**config.mk**
```make
export PLATFORM = sky130hd
export DESIGN_NAME = multiphase_clock_gen
export DESIGN_NICKNAME = d
export VERILOG_FILES = /design/src/rtl/multiphase_clock_gen.sv
export SDC_FILE = /design/constraint.sdc
export NUM_CORES = 1
export LEC_CHECK = 0
export CAP_MARGIN = 25
export CELL_PAD_IN_SITES_DETAIL_PLACEMENT = 1
export CELL_PAD_IN_SITES_GLOBAL_PLACEMENT = 1
export CORE_MARGIN = 4
export CORE_UTILIZATION = 46
export CTS_CLUSTER_SIZE = 12
export DETAILED_ROUTE_END_ITERATION = 8
export DONT_BUFFER_PORTS = 1
export PLACE_DENSITY_LB_ADDON = 0.1
export SYNTH_ARGS = -nofsm -noshare
export SYNTH_HDL_FRONTEND = slang
export SYNTH_SLANG_ARGS = --single-unit
```
**constraint.sdc**
```tcl
create_clock -name clk -period 2.2 [get_ports clk]
set_input_delay 0.44 -clock clk [delete_from_list [all_inputs] [get_ports clk]]
set_output_delay 0.44 -clock clk [all_outputs]
set_load 0.02 [all_outputs]
```
**src/rtl/multiphase_clock_gen.sv**
```systemverilog
// Multiphase clock generator: NUM_PHASES non-overlapping phase enables derived from clk,
// with free-run, graceful stop and single-step operation plus a wrapping machine-cycle counter.
module multiphase_clock_gen #(
  parameter int NUM_PHASES = 2,
  parameter int HIGH_TICKS = 8,
  parameter int GAP_TICKS  = 2,
  parameter int CNT_W      = 16
) (
  input  logic                          clk,
  input  logic                          reset,
  input  logic                          active,
  input  logic                          step_mode,
  input  logic                          step,
  output logic [NUM_PHASES-1:0]         ph,
  output logic                          cycle_start,
  output logic [$clog2(NUM_PHASES)-1:0] phase_idx,
  output logic                          busy,
  output logic [CNT_W-1:0]              cycle_count
);

  localparam int IDX_W    = $clog2(NUM_PHASES);
  localparam int TICK_MAX = (HIGH_TICKS > GAP_TICKS) ? HIGH_TICKS : GAP_TICKS;
  localparam int TICK_W   = (TICK_MAX > 1) ? $clog2(TICK_MAX) : 1;

  localparam logic [TICK_W-1:0]     HIGH_LAST = TICK_W'(HIGH_TICKS - 1);
  localparam logic [TICK_W-1:0]     GAP_LAST  = TICK_W'(GAP_TICKS - 1);
  localparam logic [IDX_W-1:0]      IDX_LAST  = IDX_W'(NUM_PHASES - 1);
  localparam logic [NUM_PHASES-1:0] PH_ONE    = {{(NUM_PHASES-1){1'b0}}, 1'b1};

  typedef enum logic [1:0] {
    IDLE = 2'd0,
    HIGH = 2'd1,
    GAP  = 2'd2
  } state_t;

  state_t                  state_r;
  logic [TICK_W-1:0]       tick_r;
  logic [NUM_PHASES-1:0]   ph_r;
  logic                    cycle_start_r;
  logic [IDX_W-1:0]        phase_idx_r;
  logic                    busy_r;
  logic [CNT_W-1:0]        cycle_count_r;
  logic                    go_s;
  logic [IDX_W-1:0]        next_idx_s;

  function automatic logic [NUM_PHASES-1:0] phase_onehot(input logic [IDX_W-1:0] idx);
    phase_onehot = PH_ONE << idx;
  endfunction

  // Start request and next phase index for the GAP decision.
  always_comb begin
    go_s       = 1'b0;
    next_idx_s = phase_idx_r + IDX_W'(1);
    if (step_mode) begin
      go_s = step;
    end else begin
      go_s = active;
    end
  end

  // Phase sequencer: IDLE -> (HIGH -> GAP) x NUM_PHASES, all outputs registered.
  always_ff @(posedge clk) begin
    if (reset) begin
      state_r       <= IDLE;
      tick_r        <= '0;
      ph_r          <= '0;
      cycle_start_r <= 1'b0;
      phase_idx_r   <= '0;
      busy_r        <= 1'b0;
      cycle_count_r <= '0;
    end else begin
      cycle_start_r <= 1'b0;
      case (state_r)
        IDLE: begin
          if (go_s) begin
            state_r       <= HIGH;
            tick_r        <= '0;
            phase_idx_r   <= '0;
            ph_r          <= PH_ONE;
            cycle_start_r <= 1'b1;
            busy_r        <= 1'b1;
            cycle_count_r <= cycle_count_r + CNT_W'(1);
          end else begin
            state_r <= IDLE;
          end
        end
        HIGH: begin
          if (tick_r == HIGH_LAST) begin
            state_r <= GAP;
            tick_r  <= '0;
            ph_r    <= '0;
          end else begin
            tick_r <= tick_r + TICK_W'(1);
          end
        end
        GAP: begin
          if (tick_r == GAP_LAST) begin
            tick_r <= '0;
            if (phase_idx_r != IDX_LAST) begin
              state_r     <= HIGH;
              phase_idx_r <= next_idx_s;
              ph_r        <= phase_onehot(next_idx_s);
            end else if (go_s && !step_mode) begin
              // Back-to-back free-run cycle: no idle clk, counted as a fresh start.
              state_r       <= HIGH;
              phase_idx_r   <= '0;
              ph_r          <= PH_ONE;
              cycle_start_r <= 1'b1;
              cycle_count_r <= cycle_count_r + CNT_W'(1);
            end else begin
              state_r     <= IDLE;
              phase_idx_r <= '0;
              busy_r      <= 1'b0;
            end
          end else begin
            tick_r <= tick_r + TICK_W'(1);
          end
        end
        default: begin
          state_r       <= IDLE;
          tick_r        <= '0;
          ph_r          <= '0;
          phase_idx_r   <= '0;
          busy_r        <= 1'b0;
        end
      endcase
    end
  end

  assign ph          = ph_r;
  assign cycle_start = cycle_start_r;
  assign phase_idx   = phase_idx_r;
  assign busy        = busy_r;
  assign cycle_count = cycle_count_r;

endmodule
```
Word-level counts from Yosys, hierarchy flattened

Cells that the tools add are included.

Bits in registers: 26
Input bits: 5
Output and inout bits: 21
Logic and storage cells: 68

Add/subtract/negate cells: 3
Equality and inequality tests: 11
Shifts and indexed selects: 1
Multiplexer cells: 36
Bitwise logic cells: 1
Reductions and logical operators: 9

Operators by type and width:

| operator                | count |
|---|---|
| $mux W16                | 4 |
| $pmux W16 S2            | 1 |
| $add A16 B1 Y16 const B | 1 |
| $mux W1                 | 15 |
| $mux W2                 | 7 |
| $ne A2 B2 Y1 const B    | 6 |
| $pmux W2 S3             | 2 |
| $reduce_and A5 Y1       | 2 |
| $mux W3                 | 3 |
| $pmux W3 S3             | 1 |
| $pmux W1 S3             | 2 |
| $reduce_and A4 Y1       | 1 |
| $add A3 B1 Y3 const B   | 1 |
| $eq A3 B1 Y1 const B    | 1 |
| $eq A3 B3 Y1 const B    | 1 |
| $ne A3 B3 Y1 const B    | 1 |
| $reduce_and A3 Y1       | 1 |
| $eq A2 B1 Y1 const B    | 1 |
| $eq A2 B2 Y1 const B    | 1 |
| $logic_not A2 Y1        | 1 |
| $pmux W1 S2             | 1 |
| $reduce_and A2 Y1       | 1 |
| $reduce_bool A2 Y1      | 1 |
| $shl A1 B1 Y2 const A   | 1 |
| other kinds (4)         | 4 |

Longest topological paths before layout

Gate-level depths: netlist of run 1.

Word-level depth: 6
Mapped depth: 8
Depth with buffers taken out: 6

Least setup slack after synthesis of run 1

Ideal clock, no wire load.

Kind: register to register
Start point: register state_r[0]
End point: register cycle_count_r[13], in the netlist cycle_count[13]
Setup time: 0.070 ns
Arrival: 1.731 ns
Data required time: 2.130 ns
Setup slack: 0.398 ns
Cell stages (with the launch flop): 9
Buffers on the path: 2
Clock period less this slack: 1.802 ns
Path through: dfxtp_1 inv_1 ha_1 buf_2 and4b_1 a32oi_2 buf_6 or4_1 a21oi_1

Longest elaborated chain between the ends: 3
Elaborated cells on any way between the ends: 9
Those cells by class: 5 x eq/ne; 1 x mux; 3 x reduce/logical

RTL lines:

| what                                                                | RTL line | RTL |
|---|---|---|
| start, declared                                                     | 36       | `state_t state_r;` |
| start signal, assigned                                              | 64       | `state_r <= IDLE;` |
| start signal, assigned                                              | 76       | `state_r <= HIGH;` |
| start signal, assigned                                              | 84       | `state_r <= IDLE;` |
| $eq A2 B2 Y1 / $logic_not A2 Y1 (equally long branches)             | 73       | `case (state_r)` |
| $ne A2 B2 Y1 (no line) / $reduce_bool A2 Y1 (equally long branches) | n/a      |  |
| $reduce_and A5 Y1 (no line)                                         | n/a      |  |
| end signal, assigned                                                | 82       | `cycle_count_r <= cycle_count_r + CNT_W'(1);` |
| end signal, assigned                                                | 109      | `cycle_count_r <= cycle_count_r + CNT_W'(1);` |
| end, declared                                                       | 42       | `logic [CNT_W-1:0] cycle_count_r;` |

Parallel ways exist; a longest one is shown, timed or not.
A chain may end at the register's enable or synchronous reset.

Final worst setup path of run 1

Start point: register state_r[0]
End point: register cycle_count_r[14], in the netlist cycle_count[14]

The elaborated chain is that of the path after synthesis.

==> impl_metrics.py, run 1 <==
metrics = {
    "critical_path": {
        "worst_setup_path_end_kind": "register",
        "cp-start-kind": "register",
        "worstPathRequired_ns": 2.47,
        "critPathLaunch": "state_r[0]",
        "critPathKind": "reg2reg",
        "crit_slowest_cell": "or4_1",
        "path_depth": 6,
        "critical_path.n_buffers_inverters": 1,
        "crit_fanout": 11,
        "slowest_delay_ns": 0.49,
        "arrival_ns": 2.35,
        "path_cells": "inv_1 > ha_2 > and4b_4 > a32oi_1 > or4_1 > a21oi_1",
        "reg2reg_from": "state_r[0]",
        "critPathTopFamily": "simple AND/OR/NAND/NOR gates",
        "r2r_cells": 6,
    },
    "placement": {
        "gp_congestion": 0.752,
        "place_ws_ns": 0.0875,
        "hpwl_um": 2860,
        "place_area_sq_um": 1470,
        "portBuffers": 0,
    },
    "sta": {
        "hold_slack_ns": 0.155,
        "fin_crit_ns": 2.08,
        "finalMaxSlewViolations": 0,
        "worstMarginPinSlew_ns": 0.698,
        "setup_slack_ns": 0.124,
        "rsz0062_at_grt": "false",
        "hold_violations": 0,
        "relSlewSlack_pct": 53.5,
        "tns_ns": 0,
        "period_share_pct": 94.4,
        "setup_viol": 0,
        "finalClockSkew_ns": 0.00523,
        "max_freq_mhz": 482,
    },
    "global_routing": {
        "grt_pass1_wl_um": 6560,
        "grt_usage_pct": 20.0,
        "grt_pass1_vias": 1328,
        "grt-ovfl-total": 0,
        "antenna_found_initial": 0,
        "grt_max_degree": 27,
    },
    "synth": {
        "synthArstFlopShare_pct": 0,
        "ys_seq_elements": 26,
        "netlist_top_cells_area": "dfxtp_1 (37%), a21oi_1 (8.5%), ha_1 (7.1%)",
        "yosys_warnings": 0,
        "syn_area_sq_um": 1420,
        "syn-num-nets": 172,
        "netlist.area_leader.share_pct": 36.7,
        "synth_enable_flop_cells": 0,
        "ys_seq_area_share_pct": 36.7,
        "avgSynthCellArea_sq_um": 8.92,
        "syn-instance-count": 159,
        "ys.flop_type": "dfxtp_1",
        "synthDominantAreaCellType": "dfxtp_1",
        "synth.distinct_cells": 43,
    },
    "power": {
        "power_density_nw_per_um2": 552,
        "total_power_mw": 0.829,
        "p_leak_nw": 0.520,
        "peakVddDrop_mv": 0.476,
    },
    "status": {
        "outcome": "completed",
    },
    "job": {
        "max_cap_viol_count": 0,
    },
    "clock_tree": {
        "cts_max_path_buffers": 2,
        "cts_buffers": 3,
        "htree_levels": 1,
        "cts_hold_buf": 0,
        "root_buffer": "clkbuf_4",
        "clk_pin_slew_ns": 0.14,
        "clock-sinks": 26,
        "cts_tree": "yes",
        "post_cts_buffers": 0,
        "clk_latency_ns": 0.33,
    },
    "routing": {
        "drtIter0Drc": 66,
        "via_per_inst": 6.69,
        "wl_per_cell_um": 20.4,
        "vias": 1284,
        "drt-total-wl_um": 3920,
        "firstDrtPassIters": 4,
        "postRouteAntennaNets": 0,
        "drc": 0,
    },
    "floorplan": {
        "ioPinCount": 26,
        "coreArea_sq_um": 2850,
        "die_h_um": 63.5,
        "num_rows": 19,
        "die_area_sq_um": 4040,
        "fp.dieW_um": 63.5,
        "start_util_pct": 49.7,
    },
    "hold_path": {
        "worstHoldPathCells": 1,
        "hp-start": "reset",
        "hold_path_class": "in2reg",
    },
    "cells_and_area": {
        "final_nets": 176,
        "areaGrowthSynthToFinish_pct": 5.91,
        "drive_gt1_share_pct": 11.2,
        "design_area_sq_um": 1500,
        "antenna-diode-count": 0,
    },
}
layer usage:
layer | track usage [%] | up-vias | share of wire, %
li1 | - | 612 | -
met1 | 24.2 | 641 | 45
met2 | 34.7 | 27 | 49
met3 | 5.86 | 4 | 5.0
met4 | 4.31 | 0 | 0.79
met5 | 0 | - | 0
power breakdown:
part           leakage (nW)  switching (mW)  internal [mW]  total (mW)
clock network        0.0138           0.143         0.0643       0.207
registers             0.211          0.0171          0.485       0.502
logic                 0.295          0.0740         0.0459       0.120
total                 0.520           0.234          0.595       0.829
cell families (layout without fill, tap and decap cells):
logic type | count (synthesis) | after routing | synth area share (%)
buffers and inverters | 15 | 17 | 4.67
xor gates and xnor gates | 2 | 2 | 1.23
AOI/OAI and AO/OA | 50 | 50 | 23.5
muxes | 3 | 3 | 2.47
and+or+nand+nor | 55 | 55 | 24.3
DFF | 26 | 26 | 36.7
adders and majority gates | 8 | 8 | 7.05
worst paths after layout:
check / endpoint / slack, ns
setup / recovery: cycle_count[14] / 0.12
hold / removal: busy / 0.16
hold reg to reg: tick_r[2] / 0.50
setup reg to reg: cycle_count[14] / 0.12
sequential cells by signal, indices dropped and copies added (netlist names):
| signal | cells |
|---|---|
| state_r | 2 |
| ph | 2 |
| phase_idx | 1 |
| cycle_count | 16 |
| cycle_start | 1 |
| busy | 1 |
| tick_r | 3 |
final cells by class:
class                      instances  area, sq um
timing repair buffer               6         45.0
sequential                        26          520
clock buffer                       3         22.5
inverter                           8         30.0
tap                               31         38.8
fill                             337         1350
multi-input combinational        118          846
layout by cell type, fill, tap and decap left out, types with 2 or more instances in the layout:
master	netlist	layout
a21oi_1	24	24
a32oi_4	1	2
and2_1	2	2
and3_1	2	2
buf_4	0	6
clkbuf_4	0	3
dfxtp_1	26	26
ha_1	8	7
inv_1	8	8
mux2i_1	2	2
nand2_1	9	9
nand2b_1	2	2
nand3_1	8	8
nand4_1	3	3
nand4b_1	2	2
nor2_1	5	5
o21ai_0	6	6
o31ai_1	9	9
or3_1	4	4
or4_1	10	10
cell usage after synthesis (2+ instances only):
master     n
mux2i_1    2
and2_1     2
nand2_1    9
nand2b_1   2
nand4_1    3
a21oi_1   24
clkbuf_1   4
inv_1      8
and3_1     2
o21ai_0    6
o31ai_1    9
or4_1     10
or3_1      4
dfxtp_1   26
ha_1       8
nor2_1     5
nand3_1    8
nand4b_1   2
metrics by stage:
stage	util [%]	instances
2_1_floorplan	-	159
4_1_cts	52.2	192
6_report	52.7	192
3_3_place_gp	51.4	189
3_5_place_dp	51.4	189
5_1_grt	52.7	192
timing repair:
| action | 4_1_cts | 5_1_grt |
|---|---|---|
| resized for setup | 0 | 2 |
| endpoints found under the setup margin | 0 | 8 |
| endpoints found under the hold margin | 0 | 0 |
Power figures use the tool's default switching activity.
==> run 2: changes to the inputs <==
--- a/config.mk
+++ b/config.mk
@@ -9,7 +9,8 @@
 export CELL_PAD_IN_SITES_DETAIL_PLACEMENT = 1
 export CELL_PAD_IN_SITES_GLOBAL_PLACEMENT = 1
 export CORE_MARGIN = 4
-export CORE_UTILIZATION = 46
+export CORE_UTILIZATION = 49
+export CTS_BUF_LIST = sky130_fd_sc_hd__clkbuf_8
 export CTS_CLUSTER_SIZE = 12
 export DETAILED_ROUTE_END_ITERATION = 8
 export DONT_BUFFER_PORTS = 1
==> impl_metrics.py, run 2 (same netlist as run 1, synthesis figures left out) <==
metrics = {
    "cells_and_area": {
        "final_nets": 174,
        "final_cell_mix": "dfxtp_1 (26), a21oi_1 (24), or4_1 (10)",
        "areaGrowthSynthToFinish_pct": 7.50,
        "fillers": 340,
        "drive_gt1_share_pct": 10.6,
        "largest_reg_flops": 16,
        "final_cell_count_no_fill": 191,
        "fin_util_pct": 55.3,
        "multi_input_area_sq_um": 835,
        "antenna-diode-count": 0,
        "layout_commonest_cell": "dfxtp_1",
        "register_area_sq_um": 520,
    },
    "sta": {
        "tns_ns": 0,
        "finalClockSkew_ns": 0.00548,
        "period_share_pct": 92.6,
        "setup_viol": 0,
        "finalMaxSlewViolations": 0,
        "max_freq_mhz": 491,
        "fin_crit_ns": 2.04,
        "relSlewSlack_pct": 55.1,
        "hold_slack_ns": 0.220,
        "hold_violations": 0,
        "worstMarginPinSlew_ns": 0.674,
        "rsz0062_at_grt": "false",
    },
    "critical_path": {
        "path_cells": "ha_2 > and4b_4 > a32oi_1 > or4_1 > a21oi_1",
        "critical_path.n_buffers_inverters": 0,
        "cp-start-kind": "register",
        "slowest_delay_ns": 0.48,
        "arrival_ns": 2.25,
        "worstPathRequired_ns": 2.41,
        "critPathTopFamily": "simple AND/OR/NAND/NOR gates",
        "crit_slowest_cell": "or4_1",
        "critPathKind": "reg2reg",
        "crit_fanout": 11,
        "worst_setup_path_end_kind": "register",
    },
    "clock_tree": {
        "cts_tree": "yes",
        "clk_latency_ns": 0.28,
        "cts_buffers": 3,
        "cts_max_path_buffers": 2,
        "htree_levels": 1,
        "root_buffer": "clkbuf_8",
        "clk_pin_slew_ns": 0.09,
        "clock-sinks": 26,
    },
    "floorplan": {
        "ioPinCount": 26,
        "die_h_um": 61.8,
        "die_area_sq_um": 3820,
        "coreArea_sq_um": 2760,
        "start_util_pct": 51.5,
        "fp.dieW_um": 61.8,
        "num_rows": 19,
    },
    "global_routing": {
        "grt_max_degree": 27,
        "grt_usage_pct": 21.5,
        "grt_pass1_vias": 1265,
        "antenna_found_initial": 0,
        "grt_pass1_wl_um": 6070,
        "grt-ovfl-total": 0,
    },
    "power": {
        "power_density_nw_per_um2": 665,
        "swShare_pct": 23.9,
        "p_comb_share_pct": 11.1,
        "total_power_mw": 1.01,
        "peakVddDrop_mv": 0.468,
        "power_frac_seq_pct": 49.4,
        "switchingPower_mw": 0.242,
        "power.share.clock_pct": 39.5,
        "p_int_mw": 0.771,
        "p_leak_nw": 0.538,
    },
    "routing": {
        "drt-total-wl_um": 3660,
        "firstDrtPassIters": 4,
        "postRouteAntennaNets": 0,
        "drc": 0,
        "wl_per_cell_um": 19.2,
        "via_per_inst": 6.57,
        "vias": 1255,
        "drtIter0Drc": 64,
    },
    "hold_path": {
        "hold_path_class": "in2reg",
    },
    "placement": {
        "portBuffers": 0,
        "dpl.cell_count": 187,
        "hpwl_um": 2620,
        "gp_congestion": 0.769,
    },
    "job": {
        "max_cap_viol_count": 0,
    },
    "status": {
        "outcome": "completed",
    },
}
-- run 2: cell types whose count changed in the layout (fill, tap and decap cells not counted), sizes merged --
cell / previous run / this run
buf: 6 / 4
bufinv: 0 / 1
-- run 2: through the flow --
stage               setup WS (ns)  cell area [sq um]
floorplan                   0.398               1420
global placement            0.218               1450
detailed placement          0.118               1450
CTS                        0.0741               1520
global route               0.0358               1530
finish                      0.163               1530
-- run 2: worst paths after layout --
kind / cells past startpoint / start / endpoint / slack [ns]
worst min register to register: 2 / tick_r[1] / tick_r[1] / 0.48
worst max register to register: 5 / state_r[1] / cycle_count[8] / 0.16
worst max-delay path: 5 / state_r[1] / cycle_count[8] / 0.16
worst min-delay path: 1 / reset / cycle_count[5] / 0.22
-- run 2: cell type report --
| type | count | area share, % |
|---|---|---|
| inverter | 8 | 1.97 |
| tap | 31 | 2.54 |
| clock buffer | 3 | 2.71 |
| multi-input combinational | 118 | 54.7 |
| sequential | 26 | 34.1 |
| timing repair buffer | 4 | 1.97 |
| clock inverter | 1 | 1.97 |
-- run 2: power by group through the flow --
stage | logic [mW] | clock network [mW] | registers [mW]
floorplan | 0.0780 | 0 | 0.521
finish | 0.113 | 0.400 | 0.500
CTS | 0.113 | 0.407 | 0.501
global route | 0.126 | 0.439 | 0.503
detailed placement | 0.112 | 0 | 0.512
global placement | 0.105 | 0 | 0.511
-- run 2: layer usage --
| metal | share of wire (%) | GRT usage, % | vias to the layer above | wire (um) |
|---|---|---|---|---|
| met5 | 0 | 0 | - | 0 |
| met4 | 0.63 | 7.27 | 0 | 23 |
| met3 | 5.1 | 4.55 | 2 | 185 |
| met2 | 50 | 36.2 | 27 | 1850 |
| met1 | 44 | 27.2 | 621 | 1610 |
| li1 | - | - | 605 | - |
-- run 2: what timing repair did --
item | in CTS | in global routing
endpoints found under the setup margin | 0 | 6
resized for setup | 0 | 1
hold buffers | 0 | 0
buffers inserted | 0 | 0
